==> config.mk <==
export PLATFORM = sky130hd
export DESIGN_NAME = fu_result_queue
export DESIGN_NICKNAME = d
export VERILOG_FILES = /design/src/rtl/fu_result_queue.sv
export SDC_FILE = /design/constraint.sdc
export NUM_CORES = 1
export LEC_CHECK = 0
export ABC_AREA = 1
export BUFFER_PORTS_ARGS = -buffer_cell sky130_fd_sc_hd__buf_4
export CAP_MARGIN = 20
export CORE_ASPECT_RATIO = 1.2
export CORE_UTILIZATION = 52
export CTS_CLUSTER_DIAMETER = 150
export CTS_CLUSTER_SIZE = 10
export DETAILED_ROUTE_END_ITERATION = 10
export GPL_ROUTABILITY_DRIVEN = 0
export PLACE_DENSITY = 0.83
export SYNTH_ARGS = -nofsm -noshare
export SYNTH_HDL_FRONTEND = slang
export SYNTH_SLANG_ARGS = --single-unit
export TNS_END_PERCENT = 30
==> constraint.sdc <==
create_clock -name clk -period 5.39 [get_ports clk]
set_input_delay 0.2695 -clock clk [delete_from_list [all_inputs] [get_ports clk]]
set_output_delay 0.2695 -clock clk [all_outputs]
set_load 0.01 [all_outputs]
==> src/rtl/fu_result_queue.sv <==
// fu_result_queue: per-FU result FIFO draining onto the CDB via req/grant; define FU_RESULT_BYPASS_EN for empty-queue bypass
module fu_result_queue #(
    parameter int XLEN         = 32,
    parameter int TAG_W        = 7,
    parameter int QDEPTH       = 4,
    parameter int STALL_MARGIN = 2
) (
    input  logic             clk,
    input  logic             rst,
    input  logic             fu_valid,
    input  logic [XLEN-1:0]  fu_result,
    input  logic [TAG_W-1:0] fu_tag,
    input  logic             fu_exc,
    input  logic             flush,
    output logic             cdb_req,
    input  logic             cdb_grant,
    output logic             cdb_valid,
    output logic [XLEN-1:0]  cdb_result,
    output logic [TAG_W-1:0] cdb_tag,
    output logic             cdb_exc,
    output logic             issue_stall,
    output logic             overflow
);
    localparam int PW = $clog2(QDEPTH);
    localparam int CW = $clog2(QDEPTH + 1);
    localparam int EW = XLEN + TAG_W + 1;
    logic [EW-1:0] mem [QDEPTH];
    logic [PW-1:0] head, tail;
    logic [CW-1:0] count, count_nxt;
    logic full, byp, push, pop;
    assign full = count == CW'(QDEPTH);
`ifdef FU_RESULT_BYPASS_EN
    assign byp = count == '0 && fu_valid && !flush;
`else
    assign byp = 1'b0;
`endif
    assign cdb_req   = (count != '0 || byp) && !flush;
    assign cdb_valid = cdb_req && cdb_grant;
    assign pop       = cdb_valid && count != '0;
    // a granted bypass result is consumed straight off the inputs and never stored
    assign push      = fu_valid && !flush && (!full || pop) && !(byp && cdb_grant);
    assign {cdb_result, cdb_tag, cdb_exc} = byp ? {fu_result, fu_tag, fu_exc} : mem[head];
    assign count_nxt = flush ? '0 : count + CW'(push) - CW'(pop);
    always_ff @(posedge clk) begin
        if (rst) begin
            head        <= '0;
            tail        <= '0;
            count       <= '0;
            overflow    <= 1'b0;
            issue_stall <= 1'b0;
        end else begin
            head        <= flush ? '0 : head + PW'(pop);
            tail        <= flush ? '0 : tail + PW'(push);
            count       <= count_nxt;
            overflow    <= overflow || (fu_valid && !flush && full && !pop);
            issue_stall <= (CW'(QDEPTH) - count_nxt) <= CW'(STALL_MARGIN);
        end
    end
    always_ff @(posedge clk) begin
        if (push) mem[tail] <= {fu_result, fu_tag, fu_exc};
    end
endmodule

Yosys cells after proc, flatten, opt, wreduce, memory -nomap -nowiden. Memories as Yosys holds them, arrays and structs flattened. A register that Yosys moved wholly into a read port is not among the register bits. Cells that the tools add are included. W data, S select, Z words.

Reductions and logical operators: 14. Add/sub/neg operators: 5. $lt $le $gt $ge: 1. Shift operators: 0. Eq/ne operators: 1. Bitwise logic cells: 0. Mux-type cells: 4. Multiply operators: 0. Divide/modulo/power cells: 0.

Operators by type and width (number): $logic_and A1 B1 Y1 (7); $add A2 B1 Y2 (2); $add A3 B1 Y3 (1); $eq A3 B3 Y1 const B (1); $le A3 B2 Y1 const B (1); $logic_not A1 Y1 (3); $mux W3 (1); $reduce_bool A3 Y1 (1); $sub A3 B1 Y3 (1); $sub A3 B3 Y3 const A (1); $logic_or A1 B1 Y1 (2); $mux W1 (2); $mux W2 (1); $reduce_or A2 Y1 (1).

Bits in read-only memories: 0. Memories: 1. Bits in latches: 0. RAM bits: 160. Output and inout bits: 44. Flip-flop bits (word level): 9.

Memories: mem (depth 4, bits a word 40, read ports 1, clocked after Yosys merged registers in 1, write ports 1, line 27) `logic [EW-1:0] mem [QDEPTH];`.

Logic depth before layout (Yosys ltp).
Word-level depth: 11. Gate-level depth with buffers: 15.

Worst setup path after synthesis. No wires, ideal clock.

Path kind: flip-flop to flip-flop. From: reg count[1]. To: mem mem[0][0] in the netlist's numbering (enable). Data arrival time: 3.383 ns. Required time: 4.903 ns. Period minus slack after synthesis: 3.870 ns. Stages on the path, launching flop included: 5. Setup slack: 1.520 ns. Cell sequence: dfxtp_1 nor2_1 o211ai_2 nand2_2 nor3_1.

Cells in the longest elaborated chain, start to end: 8.

Ends and longest elaborated chain: start: declaration (line 29) `logic [CW-1:0] count, count_nxt;`; start signal: assignment (line 54) `count <= count_nxt;`; $reduce_bool A3 Y1 (line 37, 39); $logic_and A1 B1 Y1 (line 37) `assign cdb_req = (count != '0 || byp) && !flush;`; $logic_and A1 B1 Y1 (line 38) `assign cdb_valid = cdb_req && cdb_grant;`; $logic_and A1 B1 Y1 (line 39) `assign pop = cdb_valid && count != '0;`; $logic_or A1 B1 Y1 (*) (line 41) `assign push = fu_valid && !flush && (!full || pop) && !(byp && cdb_grant);`; $logic_and A1 B1 Y1 (*) (line 41); $mux W1 (*) (line 60) `if (push) mem[tail] <= {fu_result, fu_tag, fu_exc};`; $mux W1 (not written as such) (*) (line 60); end: declaration (line 27).

Every way passes the cells marked *; elsewhere a longest branch is shown, timed or not.

==> flow_metrics.py <==
metrics = {
    "clock_network": {
        "max-clock-path-buffers": 2,
        "post-cts-setup-buffer-count": 0,
        "ctsResizeCount": 0,
        "clkLatencyLatePin_ps": 410,
        "clkTransAtPathRegs_ps": 70,
        "cts_sinks": 169,
        "hold_buffers": 0,
        "cts_tree": "done",
        "cts_root_buffer": "clkbuf_16",
        "htreeDepth": 4,
        "cts_buffers": 17,
    },
    "final_layout": {
        "fin_nets": 601,
        "fillers": 881,
        "final_cell_mix": "160 x edfxtp_1, 95 x buf_4, 91 x nor2_1, 53 x o21ai_0, 40 x o22ai_1",
        "multi_input_area_um2": 1260,
        "drive_above_1_share_pct": 24.9,
        "diodes": 0,
        "fin_util_pct": 64.9,
        "synthToLayoutAreaGrowth_pct": 21.2,
        "final_common_cell": "edfxtp_1",
        "regArea_um2": 4990,
    },
    "critical_path": {
        "start_kind": "register",
        "arrival_ps": 2740,
        "rr_startpoint": "count[1]",
        "crit_type": "reg -> out",
        "crit_start": "head[0]",
        "cp_max_fo": 80,
        "ff2ff_setup_slack_ps": 2770,
        "cp.required_ps": 5120,
        "r2r_end": "issue_stall",
        "r2r_cells": 15,
        "end_kind": "output pin",
    },
    "sta": {
        "setup_viol": 0,
        "finalHoldViolCount": 0,
        "relSlewSlack_pct": 33.9,
        "rsz0062_at_grt": "false",
        "setup-tns-final_ps": 0,
        "fmax_ghz": 0.332,
        "fin_ws_ps": 2380,
        "fin_skew_ps": 9.10,
        "worstMarginPinSlew_ps": 992,
        "finalMaxSlewViolations": 0,
        "fin_crit_sh_pct": 55.9,
        "min_period_ps": 3010,
    },
    "die": {
        "pin_count": 89,
        "die_area_um2": 12900,
        "core_um2": 12100,
        "initial_core_util_pct": 53.6,
        "fp.dieW_um": 104,
        "die_h_um": 124,
        "rows": 44,
    },
    "placement": {
        "hpwl_mm": 7.19,
        "dp_slack_ps": 2790,
        "io_buffers": 88,
    },
    "routing": {
        "drtPass1Iterations": 4,
        "vias": 3968,
        "wl_mm": 12.7,
        "drt-initial-drc-count": 276,
        "drc_errors": 0,
        "viasPerCell": 5.49,
        "postRouteAntennaNets": 0,
        "drt-wirelength-per-cell_um": 17.6,
    },
    "job": {
        "cap_violations": 0,
    },
    "synth": {
        "synth.cell_area_um2": 6490,
        "synth_edf_count": 160,
        "avgSynthCellArea_um2": 14.1,
        "seq_area_frac_synth_pct": 76.8,
        "syn_nets": 512,
        "yosys_warnings": 0,
        "ys_async_sr_fraction_pct": 0,
        "synthDistinctLibCells": 25,
        "synthCells": 460,
        "synth-seq-cells": 169,
        "synthFlopType": "edfxtp_1",
    },
    "global_route": {
        "grt_usage_pct": 20.5,
        "grtUsageMet2_pct": 34.7,
        "first_global_vias": 4048,
        "grtUsageMet1_pct": 24.4,
        "antenna_found_initial": 0,
        "grt_busiest_layer": "met2",
        "grt_max_degree": 81,
        "grt_overflow": 0,
        "grt_pass1_wl_mm": 20.3,
        "grtUsageMet3_pct": 6.07,
    },
    "power_and_ir_drop": {
        "p_comb_share_pct": 4.3,
        "power.leakage_uw": 0.00284,
        "ir_drop_mv": 0.242,
        "switchingPower_uw": 561,
        "clkPwrFrac_pct": 44.3,
        "p_per_area_nw_per_um2": 363,
        "seqPwrFrac_pct": 51.3,
        "p_int_uw": 2290,
        "p_sw_share_pct": 19.7,
    },
    "min_path": {
        "whs_path_depth": 1,
        "hp-class": "in -> reg",
        "hold_start": "fu_result[5]",
        "hold_end": "mem[3][13]",
    },
    "status": {
        "status": "completed",
    },
}
==> layout make-up <==
class,count,area share [%]
Clock buffer,17,5.41
Timing Repair Buffer,95,9.07
Sequential cell,169,63.4
Inverter,20,1.02
Clock inverter,15,2.51
Multi-Input combinational cell,246,16.0
Tap cell,161,2.56
==> through the flow <==
| stage | hold WS [ps] | total power [uW] | area [um^2] | std cells |
|---|---|---|---|---|
| global route | 39.3 | 2930 | 7860 | 723 |
| CTS | 36.7 | 2870 | 7860 | 723 |
| floorplan | 339 | 1540 | 6490 | 460 |
| global placement | 443 | 1610 | 7240 | 691 |
| finish | 49.8 | 2850 | 7860 | 723 |
| detailed placement | 452 | 1620 | 7240 | 691 |
==> logic make-up after synthesis <==
group                    Yosys count  share of synthesized area, %
flip-flops                       169                          76.8
AND/OR/NAND/NOR                  114                          7.10
adder cells (fa/ha/maj)            7                          1.47
AO/OA/AOI/OAI                    125                          10.5
buffers and inverters             45                          4.07
==> power groups by stage <==
stage                     Clock [uW]  Combinational (uW)  Sequential [uW]
after detailed placement           0                 124             1490
after global routing            1330                 135             1470
after CTS                       1280                 124             1460
after floorplan                    0                47.9             1490
after global placement             0                 117             1490
final                           1270                 123             1460
==> per-layer routing <==
metal  wire [um]  share of wire (%)
met1        5100                 40
met2        6620                 52
met3         840                6.6
met4         182                1.4
met5           0                  0
==> worst max path at each step <==
stage                           to  slack [ps]  depth (start not counted)
global route        cdb_result[29]        2200                          5
floorplan                mem[0][0]        1520                          4
CTS                 cdb_result[29]        2340                          5
global placement    cdb_result[29]        2960                          5
finish              cdb_result[29]        2380                          5
detailed placement     issue_stall        2790                         15
==> registers in the layout, summed over array words and instances, names as in the netlist <==
| name | count |
|---|---|
| count | 3 |
| issue_stall | 1 |
| overflow | 1 |
| tail | 2 |
| head | 2 |
| mem | 160 |
==> synthesized netlist by cell type, types with 2 or more instances <==
| library cell | n | area share, % |
|---|---|---|
| nor2_1 | 91 | 5.3 |
| a21oi_1 | 4 | 0.31 |
| inv_1 | 17 | 0.98 |
| buf_2 | 12 | 0.93 |
| nor3_1 | 4 | 0.31 |
| ha_1 | 6 | 1.2 |
| o21ai_1 | 27 | 2.1 |
| dfxtp_1 | 9 | 2.8 |
| buf_6 | 7 | 1.2 |
| nand2_2 | 2 | 0.19 |
| nand2_1 | 9 | 0.52 |
| inv_2 | 2 | 0.12 |
| and2_1 | 2 | 0.19 |
| buf_4 | 6 | 0.69 |
| o22ai_1 | 40 | 3.9 |
| edfxtp_1 | 160 | 74 |
| or2_2 | 2 | 0.19 |
| o21ai_0 | 53 | 4.1 |
==> worst max-delay path, stage by stage, from the launching register on <==
cell and delay, ps:
dfxtp_2 980, buf_4 450, inv_6 260, o21ai_0 280, o22ai_1 140, buf_4 170
Note: power is estimated with default switching activity, not from simulation.
